<file path="src/rtl/commit_rob_if.sv">
// Dispatch, writeback and common-data-bus signals of the commit buffer.
// The slave modport is the buffer itself; the master modport is the issue/execute side.
interface commit_rob_if #(
  parameter int TAG_W = 4,
  parameter int XLEN  = 32
);
  logic             alloc_valid;
  logic [4:0]       alloc_rd;
  logic [XLEN-1:0]  alloc_addr;
  logic             alloc_ready;
  logic [TAG_W-1:0] alloc_tag;

  logic             wb_valid;
  logic [TAG_W-1:0] wb_tag;
  logic [XLEN-1:0]  wb_val;

  logic             cdb_active;
  logic [TAG_W-1:0] cdb_tag;
  logic [XLEN-1:0]  cdb_val;
  logic [XLEN-1:0]  cdb_addr;
  logic [4:0]       cdb_rd_idx;

  modport master (
    output alloc_valid, alloc_rd, alloc_addr, wb_valid, wb_tag, wb_val,
    input  alloc_ready, alloc_tag, cdb_active, cdb_tag, cdb_val, cdb_addr, cdb_rd_idx
  );

  modport slave (
    input  alloc_valid, alloc_rd, alloc_addr, wb_valid, wb_tag, wb_val,
    output alloc_ready, alloc_tag, cdb_active, cdb_tag, cdb_val, cdb_addr, cdb_rd_idx
  );
endinterface

</file>
<file path="src/rtl/commit_rob.sv">
// In-order reorder/commit buffer: hands out tags at dispatch, collects results by tag
// and retires one entry per cycle onto the common data bus in program order.
module commit_rob #(
  parameter int DEPTH = 15,
  parameter int TAG_W = 4,
  parameter int XLEN  = 32
) (
  input  logic         clk_in,
  input  logic         rst_n_in,
  input  logic         rdy_in,
  input  logic         predict_fail,
  output logic         empty,
  commit_rob_if.slave  rob
);
  localparam int CNT_W = $clog2(DEPTH + 1);
  typedef logic [TAG_W-1:0] tag_t;

  logic [DEPTH-1:0] busy, done;
  logic [4:0]       rd_q   [DEPTH];
  logic [XLEN-1:0]  addr_q [DEPTH];
  logic [XLEN-1:0]  val_q  [DEPTH];
  tag_t             head, tail;
  logic [CNT_W-1:0] count;

  tag_t wb_idx;
  logic do_alloc, do_wb, do_commit, advance;

  function automatic tag_t next_ptr(input tag_t p);
    return (p == tag_t'(DEPTH - 1)) ? '0 : p + tag_t'(1);
  endfunction

  // Tag 0 means "no producer", so entry i is named by tag i+1.
  assign rob.alloc_ready = (count < CNT_W'(DEPTH));
  assign rob.alloc_tag   = tail + tag_t'(1);
  assign empty           = (count == '0);

  assign wb_idx    = rob.wb_tag - tag_t'(1);
  assign do_alloc  = rob.alloc_valid && rob.alloc_ready;
  assign do_wb     = rob.wb_valid && (rob.wb_tag != '0) && (rob.wb_tag <= tag_t'(DEPTH))
                     && busy[wb_idx];
  assign do_commit = busy[head] && done[head];
  assign advance   = rdy_in && !predict_fail;

  // NOTE: state registers use non-blocking assignments so every read in this block
  // sees the pre-edge value, which is what makes commit use done[] from before a
  // same-cycle writeback.
  always_ff @(posedge clk_in or negedge rst_n_in) begin
    if (!rst_n_in) begin
      busy           <= '0;
      done           <= '0;
      head           <= '0;
      tail           <= '0;
      count          <= '0;
      rob.cdb_active <= 1'b0;
      rob.cdb_tag    <= '0;
      rob.cdb_val    <= '0;
      rob.cdb_addr   <= '0;
      rob.cdb_rd_idx <= '0;
    end else if (rdy_in) begin
      if (predict_fail) begin
        busy           <= '0;
        done           <= '0;
        head           <= '0;
        tail           <= '0;
        count          <= '0;
        rob.cdb_active <= 1'b0;
      end else begin
        if (do_alloc) begin
          busy[tail] <= 1'b1;
          done[tail] <= 1'b0;
          tail       <= next_ptr(tail);
        end
        if (do_wb) done[wb_idx] <= 1'b1;
        // Commit is placed last so retiring the head wins over a writeback to it.
        if (do_commit) begin
          busy[head]     <= 1'b0;
          done[head]     <= 1'b0;
          head           <= next_ptr(head);
          rob.cdb_active <= 1'b1;
          rob.cdb_tag    <= head + tag_t'(1);
          rob.cdb_val    <= val_q[head];
          rob.cdb_addr   <= addr_q[head];
          rob.cdb_rd_idx <= rd_q[head];
        end else begin
          rob.cdb_active <= 1'b0;
        end
        count <= count + CNT_W'(do_alloc) - CNT_W'(do_commit);
      end
    end
  end

  // NOTE: the payload array has no reset; busy/done alone decide whether an entry's
  // contents mean anything, and leaving the storage unreset lets it map to plain RAM.
  always_ff @(posedge clk_in) begin
    if (advance) begin
      if (do_alloc) begin
        rd_q[tail]   <= rob.alloc_rd;
        addr_q[tail] <= rob.alloc_addr;
      end
      if (do_wb) val_q[wb_idx] <= rob.wb_val;
    end
  end
endmodule

</file>
<file path="src/flat_wrapper.sv">
// flat-port wrapper written by rule: the top's interface ports become plain ports
module commit_rob_flat 
#(
  parameter int DEPTH = 15,
  parameter int TAG_W = 4,
  parameter int XLEN  = 32
)
  (clk_in, rst_n_in, rdy_in, predict_fail, empty, rob_alloc_valid, rob_alloc_rd, rob_alloc_addr, rob_wb_valid, rob_wb_tag, rob_wb_val, rob_alloc_ready, rob_alloc_tag, rob_cdb_active, rob_cdb_tag, rob_cdb_val, rob_cdb_addr, rob_cdb_rd_idx);
  commit_rob_if #(.TAG_W(TAG_W), .XLEN(XLEN)) rob_i ();
  input  logic clk_in;
  input  logic rst_n_in;
  input  logic rdy_in;
  input  logic predict_fail;
  output logic empty;
  input wire logic [$bits(rob_i.alloc_valid)-1:0] rob_alloc_valid;
  input wire logic [$bits(rob_i.alloc_rd)-1:0] rob_alloc_rd;
  input wire logic [$bits(rob_i.alloc_addr)-1:0] rob_alloc_addr;
  input wire logic [$bits(rob_i.wb_valid)-1:0] rob_wb_valid;
  input wire logic [$bits(rob_i.wb_tag)-1:0] rob_wb_tag;
  input wire logic [$bits(rob_i.wb_val)-1:0] rob_wb_val;
  output wire logic [$bits(rob_i.alloc_ready)-1:0] rob_alloc_ready;
  output wire logic [$bits(rob_i.alloc_tag)-1:0] rob_alloc_tag;
  output wire logic [$bits(rob_i.cdb_active)-1:0] rob_cdb_active;
  output wire logic [$bits(rob_i.cdb_tag)-1:0] rob_cdb_tag;
  output wire logic [$bits(rob_i.cdb_val)-1:0] rob_cdb_val;
  output wire logic [$bits(rob_i.cdb_addr)-1:0] rob_cdb_addr;
  output wire logic [$bits(rob_i.cdb_rd_idx)-1:0] rob_cdb_rd_idx;
  assign rob_i.alloc_valid = rob_alloc_valid;
  assign rob_i.alloc_rd = rob_alloc_rd;
  assign rob_i.alloc_addr = rob_alloc_addr;
  assign rob_i.wb_valid = rob_wb_valid;
  assign rob_i.wb_tag = rob_wb_tag;
  assign rob_i.wb_val = rob_wb_val;
  assign rob_alloc_ready = rob_i.alloc_ready;
  assign rob_alloc_tag = rob_i.alloc_tag;
  assign rob_cdb_active = rob_i.cdb_active;
  assign rob_cdb_tag = rob_i.cdb_tag;
  assign rob_cdb_val = rob_i.cdb_val;
  assign rob_cdb_addr = rob_i.cdb_addr;
  assign rob_cdb_rd_idx = rob_i.cdb_rd_idx;
  commit_rob #(.DEPTH(DEPTH), .TAG_W(TAG_W), .XLEN(XLEN)) u_core (.clk_in(clk_in), .rst_n_in(rst_n_in), .rdy_in(rdy_in), .predict_fail(predict_fail), .empty(empty), .rob(rob_i));
endmodule
</file>
<file path="config.mk">
export PLATFORM = sky130hd
export DESIGN_NAME = commit_rob_flat
export DESIGN_NICKNAME = d
export VERILOG_FILES = /design/src/rtl/commit_rob_if.sv /design/src/rtl/commit_rob.sv /design/src/flat_wrapper.sv
export SDC_FILE = /design/constraint.sdc
export NUM_CORES = 1
export LEC_CHECK = 0
export CAP_MARGIN = 30
export CORE_UTILIZATION = 30
export CTS_CLUSTER_SIZE = 12
export DETAILED_ROUTE_END_ITERATION = 16
export PLACE_DENSITY = 0.55
export SETUP_SLACK_MARGIN = 0.15
export SYNTH_ARGS = -nofsm -noshare
export SYNTH_HDL_FRONTEND = slang
export SYNTH_SLANG_ARGS = --single-unit
</file>
<file path="constraint.sdc">
create_clock -name clk_in -period 5.82 [get_ports clk_in]
set_input_delay 1.164 -clock clk_in [delete_from_list [all_inputs] [get_ports clk_in]]
set_output_delay 1.164 -clock clk_in [all_outputs]
set_load 0.01 [all_outputs]
</file>
**Word level (Yosys, flattened, before mapping)**

Memory sizes are Yosys's and may differ from the RTL's. A register that Yosys moved wholly into a read port is not among the register bits.
Index checks and enable logic that the tools add are counted.

- $add $sub $neg: 5
- $lt $le $gt $ge: 8
- Equal/unequal tests: 2
- Mux-type cells: 40
- Bitwise operators: 8
- Reduce and logical (&&, ||, !) cells: 20

Operator list:

| operator | number |
|---|---|
| $mux W15 | 13 |
| $and A15 B15 Y15 | 3 |
| $not A15 Y15 | 2 |
| $or A15 B15 Y15 | 2 |
| $mux W4 | 7 |
| $lt A4 B5 Y1 const B | 3 |
| $mux W1 | 14 |
| $bmux W1 S4 | 3 |
| $demux W1 S4 | 3 |
| $ge A4 B1 Y1 const B | 3 |
| $logic_and A1 B1 Y1 | 9 |
| $add A4 B1 Y4 const B | 2 |
| $eq A4 B4 Y1 const B | 2 |
| $add A4 B1 Y4 | 1 |
| $le A4 B4 Y1 const B | 1 |
| $logic_not A1 Y1 | 4 |
| $logic_not A4 Y1 | 1 |
| $lt A4 B4 Y1 const B | 1 |
| $reduce_and A2 Y1 | 2 |
| $reduce_bool A2 Y1 | 2 |
| $reduce_bool A4 Y1 | 1 |
| $sub A4 B1 Y4 | 1 |
| $sub A4 B1 Y4 const B | 1 |
| $reduce_and A3 Y1 | 1 |
| $not A1 Y1 | 1 |

- Register bits after elaboration: 47
- RAM bits: 1035
- Output and inout port bits: 80
- Logic and storage cells: 93
- Memories: 3

Memories:

| memory | words | bits a word | read ports | clocked after memory_dff | wr ports | RTL line | text |
|---|---|---|---|---|---|---|---|
| u_core.addr_q | 15 | 32 | 1 | 1 | 1 | commit_rob.sv:20 | `logic [XLEN-1:0] addr_q [DEPTH];` |
| u_core.val_q | 15 | 32 | 1 | 1 | 1 | commit_rob.sv:21 | `logic [XLEN-1:0] val_q [DEPTH];` |
| u_core.rd_q | 15 | 5 | 1 | 1 | 1 | commit_rob.sv:19 | `logic [4:0] rd_q [DEPTH];` |

**Depth between registers and ports, before layout**

- Word-level depth: 16
- Mapped depth: 13

**Least setup slack after synthesis**

No wires, ideal clock.

- Kind: in2reg
- Start: in rob_wb_tag[0]
- End: reg u_core.done[3]
- Library setup time: 83 ps
- Data arrival time: 6236 ps
- Required time: 5737 ps
- Slack: -499 ps
- Stages on the path: 8
- Path through: buf_2 > inv_1 > ha_1 > mux2i_1 > a221oi_1 > o2111ai_1 > nor4_1 > a22o_1

- Word-level cells in the longest chain between the ends: 12

Ends and longest elaborated chain:

| what | RTL line | text |
|---|---|---|
| start: declaration | flat_wrapper.sv:19 | `input wire logic [$bits(rob_i.wb_tag)-1:0] rob_wb_tag;` |
| $sub A4 B1 Y4 | commit_rob.sv:37 | `assign wb_idx = rob.wb_tag - tag_t'(1);` |
| $lt A4 B5 Y1 (not written as such) or $ge A4 B1 Y1 (tied branches) | commit_rob.sv:73 | `if (do_wb) done[wb_idx] <= 1'b1;` |
| $logic_and A1 B1 Y1 (not written as such) | commit_rob.sv:73 |  |
| $mux W1 (not written as such) | commit_rob.sv:73 |  |
| $demux W1 S4 | -- |  |
| $or A15 B15 Y15 (no line) | -- |  |
| $mux W15 (*) | commit_rob.sv:73 |  |
| $mux W15 (*) | commit_rob.sv:60 | `if (predict_fail) begin` |
| $mux W15 (*) | commit_rob.sv:59 | `end else if (rdy_in) begin` |
| $and A15 B15 Y15 (no line) | -- |  |
| $mux W15 (*) | commit_rob.sv:75 | `if (do_commit) begin` |
| $mux W15 (*) | commit_rob.sv:60 |  |
| end signal: assignment | commit_rob.sv:62 | `done <= '0;` |
| end signal: indexed assignment | commit_rob.sv:73 |  |
| end signal: indexed assignment | commit_rob.sv:77 | `done[head] <= 1'b0;` |
| end: declaration | commit_rob.sv:18 | `logic [DEPTH-1:0] busy, done;` |

Mark *: on every way between the ends. The rest lies on a longest branch, timed or not. The select of a mux whose other input is x is not followed.
A chain may end at the register's enable or synchronous reset.

**Final worst setup path**

- Start: in rob_wb_tag[0]
- End: mem u_core.val_q[12][11] (enable)

- Word-level cells in the longest chain between the ends: 7

Ends and longest elaborated chain:

| what | RTL line | text |
|---|---|---|
| $sub A4 B1 Y4 or $reduce_bool A4 Y1 (tied branches) | commit_rob.sv:37, commit_rob.sv:39 |  |
| $bmux W1 S4 or $logic_and A1 B1 Y1 (tied branches) | commit_rob.sv:40, commit_rob.sv:39 |  |
| $mux W1 (not written as such) or $logic_and A1 B1 Y1 (tied branches) | commit_rob.sv:40, commit_rob.sv:39 |  |
| $logic_and A1 B1 Y1 | commit_rob.sv:40 | `&& busy[wb_idx];` |
| $mux W1 | commit_rob.sv:100 | `if (do_wb) val_q[wb_idx] <= rob.wb_val;` |
| $mux W1 | commit_rob.sv:95 | `if (advance) begin` |
| $mux W1 (not written as such) | commit_rob.sv:100 |  |
| end: declaration | commit_rob.sv:21 |  |

Parallel ways exist; a longest one is shown, timed or not. The select of a mux whose other input is x is not followed.

==> results.toml <==
[synth]
synth_top_area_cell = "edfxtp_1"
ys_warn_count = 0
synth-async-reset-ratio_pct = 10.1
synth_area_um2 = 45500
synth_top_area_share_pct = 68.3
synth_nets = 2276
ys_seq_elements = 1151
synth_ff_type = "edfxtp_1"
syn_area_per_cell_um2 = 20.9
synth_cell_type_count = 64
syn_inst = 2178
synth-edff-count = 1035
synthTopCellsByArea = "edfxtp_1, mux4_2, dfrtp_1"
ys_seq_area_share_pct = 74.7

[pwr]
cellLeakagePower_nw = 16.5
total_power_mw = 18.6
vdd_drop_max_mv = 0.291
cellPowerDensity_nw_per_um2 = 351

[sta]
setup_viol = 0
relSlewSlack_pct = 31.6
final-max-slew-violation-count = 0
period_share_pct = 75.0
final_hold_viol_count = 0
holdWs_ns = 0.486
worstMarginPinSlew_ns = 1.02
max_freq_ghz = 0.229
rsz0062_at_grt = "no"
fin_tns_setup_ns = 0
period_needed_ns = 4.37
skew_ns = 0.0184

[routing]
routed-via-count = 21800
drtIter0Drc = 1615
dr.pass1.iters = 6
vias_per_cell = 4.83
routedWlPerCell_um = 24.1
final_antenna_net_count = 0
drt-total-wl_mm = 108
drc = 0

[grt]
grt_max_degree = 171
grt_pass1_wl_mm = 158
grt_usage_pct = 14.1
first_global_vias = 22700
grt_antenna_before_repair = 15
gr-total-overflow = 0

[worst_setup_path]
r2r-start = "u_core.head[0]"
critPathKind = "in2reg"
critPathRequiredTime_ns = 6.15
worstSetupStartpointType = "input port"
reg2regPathDepth = 7
cp-end-kind = "register"
crit_fanout = 32
reg2reg_slack_ns = 1.87
rr_endpoint = "u_core.rob.cdb_val[27]"
arrival_ns = 4.70

[finish]
layout_common_cells = "edfxtp_1, mux4_2, clkdlybuf4s50_1, clkbuf_16, dfrtp_1"
drive_above_1_share_pct = 22.1
final_common_cell = "edfxtp_1"
num-fill-cells = 13800
fin_nets = 2490
syn2layout_area_growth_pct = 16.5

[hold_path]
timing.hold.worst_endpoint = "u_core.rob.cdb_val[20]"
hold_start = "u_core.rob.cdb_val[20]"
hold_class = "reg2reg"
min_path_cells = 1

[clock_tree]
tritoncts = "yes"
cts_repair_resize_count = 0
root_buffer = "clkbuf_16"
clkLatencyLatePin_ns = 0.71
cts_buffers = 114
clock-sinks = 1151
cts_buffer_depth = 3
cts_setup_buffers = 0
ctsHtreeMaxLevel = 3
clkTransAtPathRegs_ns = 0.06
holdBufCountCts = 0

[floorplan]
core_area_um2 = 150000
boundaryPins = 159
fp.dieArea_um2 = 153000
initial_core_util_pct = 30.3
die_w_um = 391
fp.dieH_um = 391
rows = 142

[placement]
dp_hpwl_mm = 63.5
io_buffer_count = 158
gp_congestion = 0.822

[outcome]
outcome = "finished clean"

[job]
cap_violations = 0
[metrics by stage]
step                instance area, um2  setup WS, ns  instances  util (%)
floorplan                        45500         0.887       2178         -
global placement                 49600         0.964       4291      33.0
detailed placement               49600         0.778       4292      33.0
CTS                              53000          1.54       4505      35.3
global route                     53000          1.25       4505      35.3
finish                           53000          1.45       4508      35.3
[kinds of logic (layout without fill, tap and decap cells)]
kind of cell               after synthesis  in the layout  share of synthesized area (%)
DFF                                   1151           1151                           74.7
xor gates and xnor gates                 8              8                          0.154
buffers and inverters                  143            454                           1.91
and+or+nand+nor                        220            220                           2.16
other                                    0              3                              0
adders and majority gates               19             19                          0.539
muxes                                  431            431                           17.7
AOI/OAI and AO/OA                      206            206                           2.84
[state kept, by name, summed over array words and instances (netlist names)]
signal and count:
u_core.val_q 480, u_core.done 15, u_core.count 4, u_core.addr_q 480, u_core.rob.cdb_rd_idx 5, u_core.rd_q 75, u_core.rob.cdb_active 1, u_core.head 4
u_core.tail 4, u_core.rob.cdb_tag 4, u_core.rob.cdb_val 32, u_core.busy 15, u_core.rob.cdb_addr 32
[per-layer routing]
metal	wire length, um	track usage [%]	vias to the layer above
li1	-	-	9391
met1	45000	18.2	11600
met2	55300	24.5	629
met3	6270	2.76	166
met4	1830	2.99	14
met5	87	0	-
[worst max-delay path: stages]
cell and delay [ns]:
clkdlybuf4s50_1 0.81, inv_1 0.19, ha_1 0.44, mux2i_1 0.18
a221oi_1 0.44, o2111ai_1 0.42, nor2_1 0.41, and2_2 0.19
buf_4 0.41
[how the worst max path moves through the flow]
stage / start / to / slack [ns] / cells after the start
6_report: rob_wb_tag[0] / u_core.val_q[12][11] / 1.45 / 9
5_1_grt: rob_wb_tag[0] / u_core.val_q[13][16] / 1.25 / 9
4_1_cts: rob_wb_tag[0] / u_core.val_q[13][16] / 1.54 / 9
3_5_place_dp: rob_wb_tag[0] / u_core.val_q[13][13] / 0.78 / 9
3_3_place_gp: rob_wb_tag[0] / u_core.val_q[13][11] / 0.96 / 9
2_1_floorplan: rob_wb_tag[0] / u_core.val_q[3][0] / 0.89 / 7
[area by class of cell]
type | count | area, um2 | area share (%)
sequential | 1151 | 34000 | 64.1
multi-input combinational | 884 | 10800 | 20.4
clock buffer | 184 | 3200 | 6.03
tap | 2016 | 2520 | 4.76
timing repair buffer | 216 | 2160 | 4.07
clock inverter | 29 | 226 | 0.427
inverter | 25 | 96.3 | 0.182
antenna | 3 | 7.51 | 0.0142
[Yosys cell counts (18+ instances only)]
master and count:
ha_1 18, mux2i_1 90, nor2_1 40, dfrtp_1 116, a21oi_1 40, mux2_4 58
inv_1 23, nand2_1 109, o21ai_0 88, mux4_1 20, mux4_2 249, edfxtp_1 1035
clkbuf_1 65
[report_power, final]
part | internal [mW] | total, mW | switching (mW)
sequential | 9.28 | 9.49 | 0.208
combinational | 1.22 | 2.24 | 1.02
clock | 3.84 | 6.86 | 3.02
No activity file was read; power rests on OpenSTA's default activity.
